<file path="config.mk">
export PLATFORM = sky130hd
export DESIGN_NAME = banner_ctrl
export DESIGN_NICKNAME = d
export VERILOG_FILES = /design/src/rtl/banner_ctrl.sv
export SDC_FILE = /design/constraint.sdc
export NUM_CORES = 1
export LEC_CHECK = 0
export ABC_AREA = 0
export ABC_CLOCK_PERIOD_IN_PS = 8690
export CAP_MARGIN = 30
export CORE_MARGIN = 4
export CORE_UTILIZATION = 50
export CTS_CLUSTER_SIZE = 28
export DETAILED_ROUTE_END_ITERATION = 8
export PLACE_DENSITY_LB_ADDON = 0.08
export REMOVE_ABC_BUFFERS = 1
export SYNTH_ARGS = -nofsm -noshare
export SYNTH_HDL_FRONTEND = slang
export SYNTH_SLANG_ARGS = --single-unit
</file>
<file path="constraint.sdc">
create_clock -name clk -period 8.69 [get_ports clk]
set_input_delay 1.3035 -clock clk [delete_from_list [all_inputs] [get_ports clk]]
set_output_delay 1.3035 -clock clk [all_outputs]
set_load 0.02 [all_outputs]
</file>
<file path="src/rtl/banner_ctrl.sv">
// End-of-game banner sequencer: slides a row of glyph slots down, blinks it,
// holds it, then pulses done. Also resolves which slot covers the current pixel.
module banner_ctrl #(
  parameter int unsigned BASE_X       = 248,
  parameter int unsigned TARGET_Y     = 200,
  parameter int unsigned SLIDE_STEP   = 4,
  parameter int unsigned SLOT_PITCH   = 32,
  parameter int unsigned CHAR_W       = 26,
  parameter int unsigned CHAR_H       = 40,
  parameter int unsigned NUM_SLOTS    = 3,
  parameter int unsigned BLINK_FRAMES = 15,
  parameter int unsigned BLINK_COUNT  = 3,
  parameter int unsigned HOLD_FRAMES  = 120
) (
  input  logic        clk,
  input  logic        reset_n,
  input  logic        frame_tick,
  input  logic        show_req,
  input  logic        cancel,
  input  logic        winner_in,
  input  logic [9:0]  x,
  input  logic [9:0]  y,
  output logic [31:0] char_start_x,
  output logic [31:0] char_start_y,
  output logic [1:0]  slot_sel,
  output logic        winner,
  output logic        busy,
  output logic        done
);

  localparam int unsigned CNT_MAX = (BLINK_FRAMES > HOLD_FRAMES) ? BLINK_FRAMES : HOLD_FRAMES;
  localparam int unsigned CW      = $clog2(CNT_MAX + 1);
  localparam int unsigned TOGGLES = 2 * BLINK_COUNT;
  localparam int unsigned TW      = $clog2(TOGGLES + 1);

  typedef enum logic [1:0] {IDLE, SLIDE, BLINK, HOLD} state_t;

  state_t        state, state_n;
  logic [31:0]   cur_y, cur_y_n, step_y;
  logic [CW-1:0] frame_cnt, frame_n;
  logic [TW-1:0] toggle_cnt, toggle_n;
  logic          vis, vis_n, winner_n, done_n;
  logic [1:0]    sel_n;
  logic [31:0]   sx_n;

  assign busy         = (state != IDLE);
  assign char_start_y = cur_y;

  always_comb begin
    state_n  = state;
    cur_y_n  = cur_y;
    vis_n    = vis;
    winner_n = winner;
    frame_n  = frame_cnt;
    toggle_n = toggle_cnt;
    done_n   = 1'b0;
    step_y   = cur_y + SLIDE_STEP;
    // cancel overrides everything, including a request or tick in the same cycle
    if (cancel) begin
      state_n = IDLE;
      cur_y_n = '0;
      vis_n   = 1'b0;
    end else begin
      unique case (state)
        IDLE: begin
          if (show_req) begin
            state_n  = SLIDE;
            cur_y_n  = '0;
            vis_n    = 1'b1;
            winner_n = winner_in;
          end
        end
        SLIDE: begin
          if (frame_tick) begin
            if (step_y >= TARGET_Y) begin
              cur_y_n  = TARGET_Y;
              state_n  = BLINK;
              frame_n  = '0;
              toggle_n = '0;
              vis_n    = 1'b1;
            end else begin
              cur_y_n = step_y;
            end
          end
        end
        BLINK: begin
          if (frame_tick) begin
            if (frame_cnt == CW'(BLINK_FRAMES - 1)) begin
              frame_n  = '0;
              vis_n    = ~vis;
              toggle_n = toggle_cnt + TW'(1);
              if (toggle_cnt == TW'(TOGGLES - 1)) state_n = HOLD;
            end else begin
              frame_n = frame_cnt + CW'(1);
            end
          end
        end
        HOLD: begin
          if (frame_tick) begin
            if (frame_cnt == CW'(HOLD_FRAMES - 1)) begin
              state_n = IDLE;
              frame_n = '0;
              done_n  = 1'b1;
            end else begin
              frame_n = frame_cnt + CW'(1);
            end
          end
        end
        default: state_n = IDLE;
      endcase
    end
  end

  always_comb begin
    int unsigned ox;
    ox    = 0;
    sel_n = '0;
    sx_n  = BASE_X;
    if (state != IDLE && vis && {22'b0, y} >= cur_y && {22'b0, y} < cur_y + CHAR_H) begin
      for (int unsigned i = 0; i < NUM_SLOTS; i++) begin
        ox = BASE_X + i * SLOT_PITCH;
        if ({22'b0, x} >= ox && {22'b0, x} < ox + CHAR_W) begin
          sel_n = 2'(i + 1);
          sx_n  = ox;
        end
      end
    end
  end

  always_ff @(posedge clk) begin
    if (!reset_n) begin
      state        <= IDLE;
      cur_y        <= '0;
      vis          <= 1'b0;
      winner       <= 1'b0;
      frame_cnt    <= '0;
      toggle_cnt   <= '0;
      done         <= 1'b0;
      slot_sel     <= '0;
      char_start_x <= BASE_X;
    end else begin
      state        <= state_n;
      cur_y        <= cur_y_n;
      vis          <= vis_n;
      winner       <= winner_n;
      frame_cnt    <= frame_n;
      toggle_cnt   <= toggle_n;
      done         <= done_n;
      slot_sel     <= sel_n;
      char_start_x <= sx_n;
    end
  end

endmodule
</file>
==> flow_summary.yaml <==
power:
  report.power.total_mw: 0.493
  leakage_nw: 1.81
  power-per-cell-area_mw_per_mm2: 105
  vdd_drop_max_v: 0.0000691
floorplan:
  die_outline_area_sq_mm: 0.00975
  top_level_port_count: 95
  die_h_um: 98.8
  std_cell_rows: 32
  die-width_um: 98.8
  initial_standard_cell_utilization_of_the_core_pct: 52.5
  coreArea_sq_mm: 0.00785
cells_and_area:
  final_layout_size_suffix_gt1_share_pct: 3.55
  finalCoreUtilization_pct: 59.9
  area_growth_syn_to_layout_pct: 14.1
  layout.filler_cells: 747
  final_area_sq_mm: 0.00470
  final_layout_net_count: 616
  antennaDiodeCount: 0
  layoutNonFillerInstCount: 666
timing:
  worst_setup_slack_after_layout_ns: 4.92
  fin_setup_tns_ns: 0
  worst_pin_slew_ns: 0.982
  finalSetupViolCount: 0
  final-hold-violation-count: 0
  post-route-min-period_ns: 3.77
  slew-limit-headroom_pct: 34.0
  report.final.slew_viol_count: 0
  timing.clock.skew_ns: 0.0104
  holdWs_ns: 0.493
  fmax_ghz: 0.266
  layout_worst_path_cycle_share_pct: 43.3
  grt_setup_unrepaired: "false"
routing:
  drt_iter0_markers: 275
  drt-pass1-iter-count: 5
  detail_route.vias_per_cell: 6.02
  antenna_violating_nets_post_route: 0
  vias: 4007
  detail_route.wl_per_cell_um: 16.4
  drc: 0
  wire_length_after_detailed_routing_mm: 10.9
cts:
  worst_skew_pair.late_latency_ns: 0.31
  cts_hold_buffers: 0
  cts_tree: "built"
  post-cts-setup-buffer-count: 0
  h-tree-depth: 2
  clock_root_buffer: "sky130_fd_sc_hd__clkbuf_8"
  cts.sinks: 49
  cts-root-to-sink-buffers: 2
  clk_pin_slew_ns: 0.10
  cts_buffers: 5
  resized_after_cts: 0
critical_path:
  critPathRequiredTime_ns: 8.94
  timing.critical_path.from_type: "flop"
  cp_max_fo: 17
  crit_arrival_ns: 4.01
  crit_type: "flop to flop"
  crit_path_end_kind: "flop"
logic_synthesis:
  synth_edf_count: 0
  dominantRegCellSynth: "sky130_fd_sc_hd__dfxtp_1"
  synth_area_leader_cell: "sky130_fd_sc_hd__dfxtp_1"
  mean_instance_size_in_the_synthesized_netlist_sq_um: 7.75
  asr_flop_ratio_synth_pct: 0
  yosysSeqAreaShare_pct: 23.8
  yosys-top-cells-area: "sky130_fd_sc_hd__dfxtp_1, sky130_fd_sc_hd__ha_1, sky130_fd_sc_hd__buf_4, sky130_fd_sc_hd__and3_1, sky130_fd_sc_hd__nor2_1"
  mappedNetlistArea_sq_mm: 0.00412
  synth_most_common_cell: "sky130_fd_sc_hd__dfxtp_1"
  synthCells: 531
  synth_common_cells: "sky130_fd_sc_hd__dfxtp_1, sky130_fd_sc_hd__buf_4, sky130_fd_sc_hd__nor2_1, sky130_fd_sc_hd__and3_1, sky130_fd_sc_hd__nand2_1"
  synth_warnings: 0
  ys_types: 66
  yosys_register_bits: 49
  netlist.area_leader.share_pct: 23.8
grt:
  antenna_violations_before_repair: 0
  grt.overflow.total: 0
  grt_util_all_layers_pct: 22.0
  grt_pass1_vias: 3610
  grt_max_degree: 38
  wire_length_of_the_first_global_routing_pass_mm: 18.0
placed_design:
  setup_ws_pre_cts_ns: 4.75
  placement.io_buffers: 61
  dp_hpwl_mm: 8.11
  dp_cells: 658
  area_after_detailed_placement_sq_mm: 0.00456
  gpl_wtd_cong: 0.942
status:
  run_status: "finished, final reports clean"
job:
  max_cap_viols: 0
worst_hold_path:
  hp-class: "flop to flop"
[state kept, by name (all words and copies together), names as in the netlist]
register      count
char_start_y     30
frame_cnt         7
vis               1
toggle_cnt        3
char_start_x      3
slot_sel          1
done              1
winner            1
state             2
[cell families (layout without fill, tap and decap cells)]
kind of cell               count (synthesis)  in the layout  synth area share [%]
buffers and inverters                     92             97                  12.5
muxes                                      6              6                  1.46
adders and majority gates                 27             27                  8.20
AOI/OAI and AO/OA                        119            119                  20.2
xor gates and xnor gates                  16             16                  3.40
DFF                                       49             49                  23.8
and+or+nand+nor                          220            220                  30.3
other                                      2             30                 0.182
[metal layers]
metal / track usage, % / vias to the layer above / routed length (um)
met3: 3.68 / 18 / 732
met4: 6.51 / 0 / 204
li1: - / 1965 / -
met2: 33.8 / 159 / 4980
met1: 31.5 / 1865 / 5010
met5: 0 / - / 0
[cell type report]
type	instances	area, sq um	share of cell area (%)
flip-flops and latches	49	981	20.9
inverters	25	93.8	2.00
clock buffers	5	68.8	1.46
repair buffers	64	629	13.4
well taps	102	128	2.72
multi-input cells	418	2730	58.1
clock inverters	3	68.8	1.46
[worst max-delay path: stages (launching register included)]
cell and delay [ns]:
sky130_fd_sc_hd__dfxtp_1 0.58, sky130_fd_sc_hd__ha_1 0.33, sky130_fd_sc_hd__nand3_1 0.25, sky130_fd_sc_hd__nor3_1 0.48, sky130_fd_sc_hd__nor4b_1 0.33, sky130_fd_sc_hd__o22ai_1 0.11
sky130_fd_sc_hd__or4_4 0.47, sky130_fd_sc_hd__o41ai_4 0.78, sky130_fd_sc_hd__o21ai_0 0.21, sky130_fd_sc_hd__a21oi_1 0.15
[layout by cell type, fill, tap and decap left out, drive strengths merged, types with 24 or more instances in the layout]
master,count
nand2,33
clkdlybuf4s50,61
and3,34
o21ai,24
dfxtp,49
nand3,24
inv,25
nor2,35
conb,30
ha,27
[report_power, final]
group / switching (mW) / total (mW) / internal [mW]
sequential: 0.00123 / 0.227 / 0.226
combinational: 0.0443 / 0.0686 / 0.0243
clock: 0.0816 / 0.197 / 0.116
total: 0.127 / 0.493 / 0.366
[final timing paths]
path / slack (ns) / start / to / cells past startpoint
max: 4.92 / char_start_y[2]$_SDFFE_PP0P_ / toggle_cnt[1]$_SDFFE_PN0P_ / 9
min: 0.49 / toggle_cnt[2]$_SDFFE_PN0P_ / toggle_cnt[2]$_SDFFE_PN0P_ / 2
max reg2reg: 4.92 / char_start_y[2]$_SDFFE_PP0P_ / toggle_cnt[1]$_SDFFE_PN0P_ / 9
min reg2reg: 0.49 / toggle_cnt[2]$_SDFFE_PN0P_ / toggle_cnt[2]$_SDFFE_PN0P_ / 2
Note: power is estimated with default switching activity, not from simulation.
